## src/rtl/iris_pkg.sv

```systemverilog
// -----------------------------------------------------------------------------
// iris_pkg
// Shared definitions for the random-number / histogram datapath.
//   - default seed/taps and sample-count widths
//   - histogram geometry (bin count) and input-to-update latency, which the
//     histogram instance and the run sequencer must agree on
//   - run sequencer state encoding
// -----------------------------------------------------------------------------
package iris_pkg;

    localparam int IRIS_DATA_WIDTH = 32;   // LFSR seed / tap-mask width
    localparam int IRIS_CNT_WIDTH  = 16;   // samples-per-run counter width
    localparam int IRIS_NUM_BINS   = 8;    // histogram bins (power of two)
    localparam int IRIS_HIST_LAT   = 2;    // histogram input-to-update latency

    // Run sequencer states, in the order a normal run visits them.
    typedef enum logic [2:0] {
        ST_IDLE  = 3'd0,
        ST_CLEAR = 3'd1,
        ST_SEED  = 3'd2,
        ST_RUN   = 3'd3,
        ST_DRAIN = 3'd4,
        ST_DONE  = 3'd5
    } seq_state_t;

endpackage

```

## src/rtl/lfsr_hist_sequencer.sv

```systemverilog
// -----------------------------------------------------------------------------
// lfsr_hist_sequencer
// Run controller between the AXI-Lite register block and the LFSR/histogram
// pair. One accepted start produces the sequence:
//   CLEAR (sweep every bin) -> SEED (load strobe) -> RUN (N enable cycles)
//   -> DRAIN (let the histogram pipeline settle) -> DONE (one-cycle pulse)
// A stop request aborts the sequence; configuration is only looked at in IDLE.
//
// Ports
//   aclk, areset        clock, asynchronous active-high reset
//   cfg_start           start request (level, sampled in IDLE only)
//   cfg_stop            abort request (level)
//   cfg_seed/taps/count run configuration, latched when a start is accepted
//   lfsr_load           one-cycle seed/taps load strobe
//   lfsr_seed/taps      seed and tap mask latched at start
//   lfsr_en             LFSR advance enable
//   hist_en             histogram accumulate enable (lfsr_en one cycle later)
//   hist_clr            bin clear strobe, hist_clr_idx = bin being cleared
//   busy                high in CLEAR, SEED, RUN and DRAIN
//   done                one-cycle completion pulse
//   aborted             last run ended by stop (sticky until next accepted start)
//   cfg_err             last start rejected for taps==0 (sticky likewise)
//   samples_done        lfsr_en cycles issued in the current/last run
//
// Every output comes straight from a register. The next-state logic computes
// the output values that belong to the *next* state, so outputs and state
// change on the same edge and no input reaches an output combinationally.
// -----------------------------------------------------------------------------
module lfsr_hist_sequencer
    import iris_pkg::*;
#(
    parameter int DATA_WIDTH = IRIS_DATA_WIDTH,
    parameter int CNT_WIDTH  = IRIS_CNT_WIDTH,
    parameter int NUM_BINS   = IRIS_NUM_BINS,
    parameter int HIST_LAT   = IRIS_HIST_LAT
) (
    input  logic                        aclk,
    input  logic                        areset,
    input  logic                        cfg_start,
    input  logic                        cfg_stop,
    input  logic [DATA_WIDTH-1:0]       cfg_seed,
    input  logic [DATA_WIDTH-1:0]       cfg_taps,
    input  logic [CNT_WIDTH-1:0]        cfg_count,
    output logic                        lfsr_load,
    output logic [DATA_WIDTH-1:0]       lfsr_seed,
    output logic [DATA_WIDTH-1:0]       lfsr_taps,
    output logic                        lfsr_en,
    output logic                        hist_en,
    output logic                        hist_clr,
    output logic [$clog2(NUM_BINS)-1:0] hist_clr_idx,
    output logic                        busy,
    output logic                        done,
    output logic                        aborted,
    output logic                        cfg_err,
    output logic [CNT_WIDTH-1:0]        samples_done
);

    localparam int IDX_W = $clog2(NUM_BINS);
    localparam int DRN_W = $clog2(HIST_LAT + 1);

    localparam logic [IDX_W-1:0] LAST_BIN  = IDX_W'(NUM_BINS - 1);
    // The drain counter runs HIST_LAT-1 .. 0, one DRAIN cycle per value.
    localparam logic [DRN_W-1:0] DRAIN_TOP = DRN_W'(HIST_LAT - 1);

    // ------------------------------------------------------------------
    // Registers
    // ------------------------------------------------------------------
    seq_state_t             r_state;
    logic [DATA_WIDTH-1:0]  r_seed;
    logic [DATA_WIDTH-1:0]  r_taps;
    logic [CNT_WIDTH-1:0]   r_count;
    logic [CNT_WIDTH-1:0]   r_samples;
    logic [IDX_W-1:0]       r_clr_idx;
    logic [DRN_W-1:0]       r_drain_cnt;
    logic                   r_hist_clr;
    logic                   r_lfsr_load;
    logic                   r_lfsr_en;
    logic                   r_hist_en;
    logic                   r_busy;
    logic                   r_done;
    logic                   r_aborted;
    logic                   r_cfg_err;

    // ------------------------------------------------------------------
    // Next-state values
    // ------------------------------------------------------------------
    seq_state_t             w_state_next;
    logic [DATA_WIDTH-1:0]  w_seed_next;
    logic [DATA_WIDTH-1:0]  w_taps_next;
    logic [CNT_WIDTH-1:0]   w_count_next;
    logic [CNT_WIDTH-1:0]   w_samples_next;
    logic [IDX_W-1:0]       w_clr_idx_next;
    logic [DRN_W-1:0]       w_drain_cnt_next;
    logic                   w_hist_clr_next;
    logic                   w_lfsr_load_next;
    logic                   w_lfsr_en_next;
    logic                   w_busy_next;
    logic                   w_done_next;
    logic                   w_aborted_next;
    logic                   w_cfg_err_next;

    // ------------------------------------------------------------------
    // State and output registers
    // ------------------------------------------------------------------
    always_ff @(posedge aclk or posedge areset) begin
        if (areset) begin
            r_state     <= ST_IDLE;
            r_seed      <= '0;
            r_taps      <= '0;
            r_count     <= '0;
            r_samples   <= '0;
            r_clr_idx   <= '0;
            r_drain_cnt <= '0;
            r_hist_clr  <= 1'b0;
            r_lfsr_load <= 1'b0;
            r_lfsr_en   <= 1'b0;
            r_hist_en   <= 1'b0;
            r_busy      <= 1'b0;
            r_done      <= 1'b0;
            r_aborted   <= 1'b0;
            r_cfg_err   <= 1'b0;
        end else begin
            r_state     <= w_state_next;
            r_seed      <= w_seed_next;
            r_taps      <= w_taps_next;
            r_count     <= w_count_next;
            r_samples   <= w_samples_next;
            r_clr_idx   <= w_clr_idx_next;
            r_drain_cnt <= w_drain_cnt_next;
            r_hist_clr  <= w_hist_clr_next;
            r_lfsr_load <= w_lfsr_load_next;
            r_lfsr_en   <= w_lfsr_en_next;
            // The histogram sees each LFSR output one cycle after the advance
            // that produced it, so its enable is a plain one-cycle delay.
            r_hist_en   <= r_lfsr_en;
            r_busy      <= w_busy_next;
            r_done      <= w_done_next;
            r_aborted   <= w_aborted_next;
            r_cfg_err   <= w_cfg_err_next;
        end
    end

    // ------------------------------------------------------------------
    // Next-state / next-output logic
    // ------------------------------------------------------------------
    always_comb begin
        // Latched configuration, counters and sticky flags hold by default;
        // strobes and the clear index fall back to zero.
        w_state_next     = r_state;
        w_seed_next      = r_seed;
        w_taps_next      = r_taps;
        w_count_next     = r_count;
        w_samples_next   = r_samples;
        w_clr_idx_next   = '0;
        w_drain_cnt_next = r_drain_cnt;
        w_hist_clr_next  = 1'b0;
        w_lfsr_load_next = 1'b0;
        w_lfsr_en_next   = 1'b0;
        w_busy_next      = 1'b0;
        w_done_next      = 1'b0;
        w_aborted_next   = r_aborted;
        w_cfg_err_next   = r_cfg_err;

        case (r_state)
            ST_IDLE: begin
                // A simultaneous stop cancels the start outright: no run and
                // no flag update, not even cfg_err.
                if (cfg_start && !cfg_stop) begin
                    if (cfg_taps == '0) begin
                        // An all-zero tap mask would lock the LFSR; refuse it.
                        w_cfg_err_next = 1'b1;
                    end else begin
                        w_seed_next     = cfg_seed;
                        w_taps_next     = cfg_taps;
                        w_count_next    = cfg_count;
                        w_samples_next  = '0;
                        w_aborted_next  = 1'b0;
                        w_cfg_err_next  = 1'b0;
                        w_state_next    = ST_CLEAR;
                        w_hist_clr_next = 1'b1;
                        w_busy_next     = 1'b1;
                    end
                end
            end

            ST_CLEAR: begin
                if (cfg_stop) begin
                    // Abort before the load strobe: the LFSR is never touched.
                    w_state_next   = ST_DONE;
                    w_aborted_next = 1'b1;
                    w_samples_next = '0;
                    w_done_next    = 1'b1;
                end else if (r_clr_idx == LAST_BIN) begin
                    w_state_next     = ST_SEED;
                    w_lfsr_load_next = 1'b1;
                    w_busy_next      = 1'b1;
                end else begin
                    w_clr_idx_next  = r_clr_idx + IDX_W'(1);
                    w_hist_clr_next = 1'b1;
                    w_busy_next     = 1'b1;
                end
            end

            ST_SEED: begin
                if (cfg_stop) begin
                    w_state_next   = ST_DONE;
                    w_aborted_next = 1'b1;
                    w_samples_next = '0;
                    w_done_next    = 1'b1;
                end else if (r_count == '0) begin
                    // Zero-length run: nothing enters the histogram, so there
                    // is nothing to drain either.
                    w_state_next = ST_DONE;
                    w_done_next  = 1'b1;
                end else begin
                    w_state_next   = ST_RUN;
                    w_lfsr_en_next = 1'b1;
                    w_busy_next    = 1'b1;
                    w_samples_next = CNT_WIDTH'(1);
                end
            end

            ST_RUN: begin
                // r_samples already counts the enable being issued this cycle,
                // so reaching r_count here means the last sample is going out
                // now. A stop seen in this cycle does not withdraw its enable.
                if (cfg_stop || (r_samples == r_count)) begin
                    w_state_next     = ST_DRAIN;
                    w_busy_next      = 1'b1;
                    w_drain_cnt_next = DRAIN_TOP;
                    if (cfg_stop) begin
                        w_aborted_next = 1'b1;
                    end
                end else begin
                    w_lfsr_en_next = 1'b1;
                    w_busy_next    = 1'b1;
                    w_samples_next = r_samples + CNT_WIDTH'(1);
                end
            end

            ST_DRAIN: begin
                if (r_drain_cnt == '0) begin
                    w_state_next = ST_DONE;
                    w_done_next  = 1'b1;
                end else begin
                    w_drain_cnt_next = r_drain_cnt - DRN_W'(1);
                    w_busy_next      = 1'b1;
                end
            end

            ST_DONE: begin
                // Always pass through IDLE so a held start restarts after
                // exactly one idle cycle.
                w_state_next = ST_IDLE;
            end

            default: begin
                w_state_next = ST_IDLE;
            end
        endcase
    end

    // ------------------------------------------------------------------
    // Outputs
    // ------------------------------------------------------------------
    assign lfsr_load    = r_lfsr_load;
    assign lfsr_seed    = r_seed;
    assign lfsr_taps    = r_taps;
    assign lfsr_en      = r_lfsr_en;
    assign hist_en      = r_hist_en;
    assign hist_clr     = r_hist_clr;
    assign hist_clr_idx = r_clr_idx;
    assign busy         = r_busy;
    assign done         = r_done;
    assign aborted      = r_aborted;
    assign cfg_err      = r_cfg_err;
    assign samples_done = r_samples;

endmodule

```

## config.mk

```make
export PLATFORM = sky130hd
export DESIGN_NAME = lfsr_hist_sequencer
export DESIGN_NICKNAME = d
export VERILOG_FILES = /design/src/rtl/iris_pkg.sv /design/src/rtl/lfsr_hist_sequencer.sv
export SDC_FILE = /design/constraint.sdc
export NUM_CORES = 1
export LEC_CHECK = 0
export ABC_AREA = 1
export BUFFER_PORTS_ARGS = -buffer_cell sky130_fd_sc_hd__buf_2
export CAP_MARGIN = 20
export CORE_MARGIN = 1.5
export CORE_UTILIZATION = 40
export DETAILED_ROUTE_END_ITERATION = 10
export GPL_ROUTABILITY_DRIVEN = 0
export HOLD_SLACK_MARGIN = 0.06
export PLACE_DENSITY = 0.64
export REMOVE_ABC_BUFFERS = 1
export SLEW_MARGIN = 20
export SYNTH_ARGS = -nofsm -noshare
export SYNTH_HDL_FRONTEND = slang
export SYNTH_SLANG_ARGS = --single-unit
export TNS_END_PERCENT = 100
```

## constraint.sdc

```tcl
create_clock -name aclk -period 6.44 [get_ports aclk]
set_clock_uncertainty 0.1 [all_clocks]
set_input_delay 1.288 -clock aclk [delete_from_list [all_inputs] [get_ports aclk]]
set_output_delay 1.288 -clock aclk [all_outputs]
set_load 0.05 [all_outputs]
```

=== Yosys cells after proc, flatten, opt, wreduce, memory -nomap -nowiden ===
Cells that the tools add are included.

* Add/subtract/negate cells: 3
* Equality and inequality tests: 15
* Muxes and demuxes: 48
* Bitwise operators: 1
* Reduce and logical (&&, ||, !) cells: 17

{| class="wikitable"
|+ Operators with widths
! kind !! number
|-
| $mux 16 || 6
|-
| $pmux 16 s4 || 1
|-
| $mux 3 || 11
|-
| $logic_not 32->1 || 1
|-
| $mux 1 || 21
|-
| $add 16x1->16 const B || 1
|-
| $eq 16x16->1 || 1
|-
| $logic_not 16->1 || 1
|-
| $pmux 3 s5 || 1
|-
| $ne 2x2->1 const B || 7
|-
| $eq 3x2->1 const B || 2
|-
| $eq 3x3->1 const B || 2
|-
| $ne 3x3->1 const B || 2
|-
| $pmux 1 s3 || 2
|-
| $reduce_and 3->1 || 2
|-
| $reduce_and 6->1 || 1
|-
| $pmux 1 s5 || 1
|-
| $reduce_and 5->1 || 1
|-
| $mux 2 || 2
|-
| $pmux 1 s2 || 2
|-
| $pmux 2 s2 || 1
|-
| $reduce_and 4->1 || 1
|-
| $reduce_bool 4->1 || 1
|-
| $add 3x1->3 const B || 1
|-
| other kinds (12) || 12
|}

* Register bits after elaboration: 112
* Input port bits: 84
* Output and inout port bits: 91

=== Depth between registers and ports, before layout ===
* Word-level depth: 4
* Mapped depth: 13

=== Least setup slack after synthesis ===
OpenSTA, ideal clock, no wires.

* Path type: input-to-reg
* From: input cfg_taps[22]
* To: register r_samples[6], in the netlist samples_done[6]
* Library setup time: 0.066 ns
* Data arrival time: 2.360 ns
* Data required time: 6.274 ns
* Slack: 3.915 ns
* Stages: 12
* Buffers on the path: 1
* Cells stage by stage: nor2_1 nand2_1 nor2_1 nand2_1 nor2_2 nand2_1 nand3_1 nor2_2 nand2_2 buf_4 nand2_1 nand2_1

* Cells in the longest elaborated chain, start to end: 3

{| class="wikitable"
|+ RTL lines
! element !! line !! RTL
|-
| from (decl) || lfsr_hist_sequencer.sv:42 || <nowiki>input logic [DATA_WIDTH-1:0] cfg_taps,</nowiki>
|-
| $logic_not 32->1 || lfsr_hist_sequencer.sv:169 || <nowiki>if (cfg_taps == '0) begin</nowiki>
|-
| $ne 2x2->1 (no line) || n/a ||
|-
| $reduce_and 6->1 (no line) || n/a ||
|-
| to (signal assigned) || lfsr_hist_sequencer.sv:127 || <nowiki>r_samples <= w_samples_next;</nowiki>
|-
| to (decl) || lfsr_hist_sequencer.sv:72 || <nowiki>logic [CNT_WIDTH-1:0] r_samples;</nowiki>
|}

No other way between the ends.
A chain may end at the register's enable or synchronous reset.

=== Worst setup path after layout ===
* From: input cfg_taps[20]
* To: register r_busy, in the netlist busy

* Cells in the longest elaborated chain, start to end: 4

{| class="wikitable"
|+ RTL lines
! element !! line !! RTL
|-
| $logic_not 32->1 || lfsr_hist_sequencer.sv:169 ||
|-
| $mux 1 || lfsr_hist_sequencer.sv:169 ||
|-
| $mux 1 || lfsr_hist_sequencer.sv:168 || <nowiki>if (cfg_start && !cfg_stop) begin</nowiki>
|-
| $pmux 1 s5 || lfsr_hist_sequencer.sv:164 || <nowiki>case (r_state)</nowiki>
|-
| named net w_busy_next || lfsr_hist_sequencer.sv:97 || <nowiki>logic w_busy_next;</nowiki>
|-
| to (signal assigned) || lfsr_hist_sequencer.sv:136 || <nowiki>r_busy <= w_busy_next;</nowiki>
|-
| to (decl) || lfsr_hist_sequencer.sv:79 || <nowiki>logic r_busy;</nowiki>
|}

The timed path passes the listed nets, and every way through them passes these cells.

==> results.py <==
metrics = {
    "run_status": {
        "status": "completed",
    },
    "worst_setup_path": {
        "cp.arrival_ns": 3.03,
        "cp-start-kind": "input pin",
        "cp_max_fo": 67,
        "cp-end-kind": "register",
        "crit_type": "input pin to register",
        "required_ns": 6.52,
    },
    "global_routing": {
        "antenna_found_initial": 1,
        "grt_pass1_wl_um": 21900,
        "grt_usage": 0.206,
        "grt_start_max_net_pins": 98,
        "grt_pass1_vias": 4614,
        "overflow": 0,
    },
    "clock_tree": {
        "numClockSinks": 112,
        "hold_buffers": 0,
        "clockBufferDepth": 2,
        "path_clk_slew_ns": 0.08,
        "clk_latency_ns": 0.35,
        "cts_tree": "yes",
        "root_buffer": "clkbuf_16",
        "cts_buffers": 9,
        "post_cts_buffers": 0,
        "htree_num_levels": 3,
        "cts_resized": 0,
    },
    "synth": {
        "synth_cells": 656,
        "yosysWarnings": 0,
        "synth-simple-area-share": 0.327,
        "synth_seq_cells": 112,
        "synth-seq-area-share": 0.545,
        "synth-adder-area-share": 0.00973,
        "synth-compound-area-share": 0.0287,
        "syn_area_mm2": 0.00514,
        "muxShareOfSynthArea": 0,
        "synth_cell_types": 24,
        "avgSynthCellArea_um2": 7.84,
        "synth_top_family_by_area": "simple AND/OR/NAND/NOR gates",
        "synth_xor_area_frac": 0.0358,
    },
    "timing": {
        "rsz0062_at_grt": "false",
        "period_share": 0.458,
        "max_slew_margin": 0.283,
        "worst_pin_slew_ns": 1.07,
        "setup-tns-final_ns": 0,
        "hold_violations": 0,
        "fmax_mhz": 339,
        "min_period_ns": 2.95,
        "drv_slew": 0,
        "setup_viol_count_final": 0,
    },
    "route": {
        "drc_errors": 0,
        "routed_wl_um": 13100,
        "route.antenna.remaining_nets": 0,
        "avgRoutedWirePerCell_um": 13.1,
        "drtPass1Iterations": 4,
        "drtIter0Drc": 263,
        "via_per_inst": 4.66,
        "num_vias": 4660,
    },
    "place": {
        "placed_cell_area_mm2": 0.00615,
        "portBuffers": 174,
        "dp_hpwl_um": 9450,
    },
    "finish": {
        "fin_util": 0.513,
        "drive_above_1_share": 0.247,
        "stdcell_area_mm2": 0.00645,
        "final_nets": 910,
        "area_growth_pct": 25.5,
    },
    "floorplan": {
        "io_pins": 175,
        "core_mm2": 0.0126,
        "fp.dieW_um": 116,
        "rows": 41,
        "die_h_um": 116,
        "initial_core_util": 0.409,
        "dieArea_mm2": 0.0135,
    },
    "power": {
        "leakagePower_nw": 3.66,
        "worst_ir_drop_vdd_mv": 0.313,
        "total_power_mw": 3.33,
        "power_density_mw_per_mm2": 517,
    },
    "flow_run": {
        "drv_cap": 0,
    },
    "hold_path": {
        "hold_class": "register to register",
    },
}
## cells in the mapped netlist, drive strengths merged
master  number  area share
a211oi       1      0.0015
a21oi        2      0.0019
a31oi        2      0.0024
buf         12       0.013
clkbuf       9      0.0066
dfrtp      112        0.55
ha           4      0.0097
inv         48       0.035
nand2      307        0.23
nand3       31       0.030
nand4        5      0.0061
nor2        71       0.054
nor3         6      0.0080
nor3b        2      0.0029
o21a         1      0.0015
o21ai       22       0.021
xor2        21       0.036
## cell usage in the layout (no fill, tap or decap)
| cell | instances |
|---|---|
| a21oi_1 | 2 |
| a31oi_1 | 2 |
| dfrtp_1 | 112 |
| o21ai_0 | 21 |
| nor3_1 | 5 |
| bufinv_16 | 1 |
| clkinv_2 | 2 |
| buf_4 | 2 |
| nand2_2 | 2 |
| inv_2 | 5 |
| inv_4 | 1 |
| nand2_1 | 305 |
| nor3_4 | 1 |
| inv_8 | 1 |
| nor3b_1 | 2 |
| clkbuf_16 | 9 |
| a211oi_1 | 1 |
| xor2_1 | 21 |
| nand4_1 | 5 |
| buf_2 | 174 |
| diode_2 | 1 |
| nor2_1 | 68 |
| clkinv_4 | 1 |
| ha_1 | 4 |
| nor2_2 | 2 |
| o21a_1 | 1 |
| nand3_1 | 31 |
| o21ai_1 | 1 |
| inv_1 | 42 |
| inv_6 | 2 |
| nor2_4 | 1 |
## cell families after synthesis
group / Yosys count
simple gates: 422
fa+ha+maj: 4
compound gates: 28
buf+inv: 69
xor+xnor: 21
flops: 112
## state kept, by name, indices dropped and copies added (netlist names)
register,flops
done,1
samples_done,16
hist_clr_idx,3
lfsr_en,1
hist_clr,1
lfsr_taps,32
hist_en,1
lfsr_load,1
r_drain_cnt,2
lfsr_seed,32
busy,1
r_state,3
aborted,1
cfg_err,1
r_count,16
## critical path, cell delays in order
cell and delay [ns]:
buf_2 0.11, nor2_1 0.12, nand2_1 0.06, nor2_1 0.14, nand2_1 0.11, nor2_2 0.22
nor3_4 0.06, inv_2 0.77, nand3_1 0.15
## through the flow
stage | hold slack (ns) | setup WS, ns | std cells
3_5_place_dp | 0.275 | 3.06 | 983
4_1_cts | 0.292 | 3.46 | 999
2_1_floorplan | 0.342 | 1.95 | 635
6_report | 0.283 | 3.49 | 1000
5_1_grt | 0.305 | 3.26 | 1000
3_3_place_gp | 0.260 | 3.10 | 983
## layout make-up
class                      instances  area (um^2)
multi-input combinational        475         2060
antenna                            1         2.50
clock buffer                       9          225
tap                              172          215
timing repair buffer             176          886
sequential                       112         2800
inverter                          48          183
clock inverter                     7         77.6
fill                            1230         6120
## power breakdown
| group | switching [mW] | total, mW | internal (mW) |
|---|---|---|---|
| sequential | 0.164 | 1.14 | 0.976 |
| clock | 0.268 | 0.575 | 0.307 |
| combinational | 1.26 | 1.62 | 0.359 |
## per-layer routing
metal / track usage / vias to the layer above / part of all wire
met4: 0.0805 / 0 / 0.016
met2: 0.325 / 168 / 0.46
li1: - / 2339 / -
met3: 0.0498 / 16 / 0.070
met5: 0 / - / 0
met1: 0.277 / 2137 / 0.45
## final timing paths
path,start,depth (start not counted),slack [ns],endpoint
max in group asynchronous,areset,3,4.10,r_count[2]$_DFFE_PP0P_
setup reg to reg,r_state[0]$_DFFE_PP0P_,8,4.19,r_count[5]$_DFFE_PP0P_
hold reg to reg,lfsr_en$_DFF_PP0_,0,0.28,hist_en$_DFF_PP0_
hold / removal,lfsr_en$_DFF_PP0_,0,0.28,hist_en$_DFF_PP0_
min in group asynchronous,areset,2,0.92,lfsr_seed[16]$_DFFE_PP0P_
setup / recovery,cfg_taps[20],9,3.49,busy$_DFF_PP0_
No activity file was read; power rests on OpenSTA's default activity.
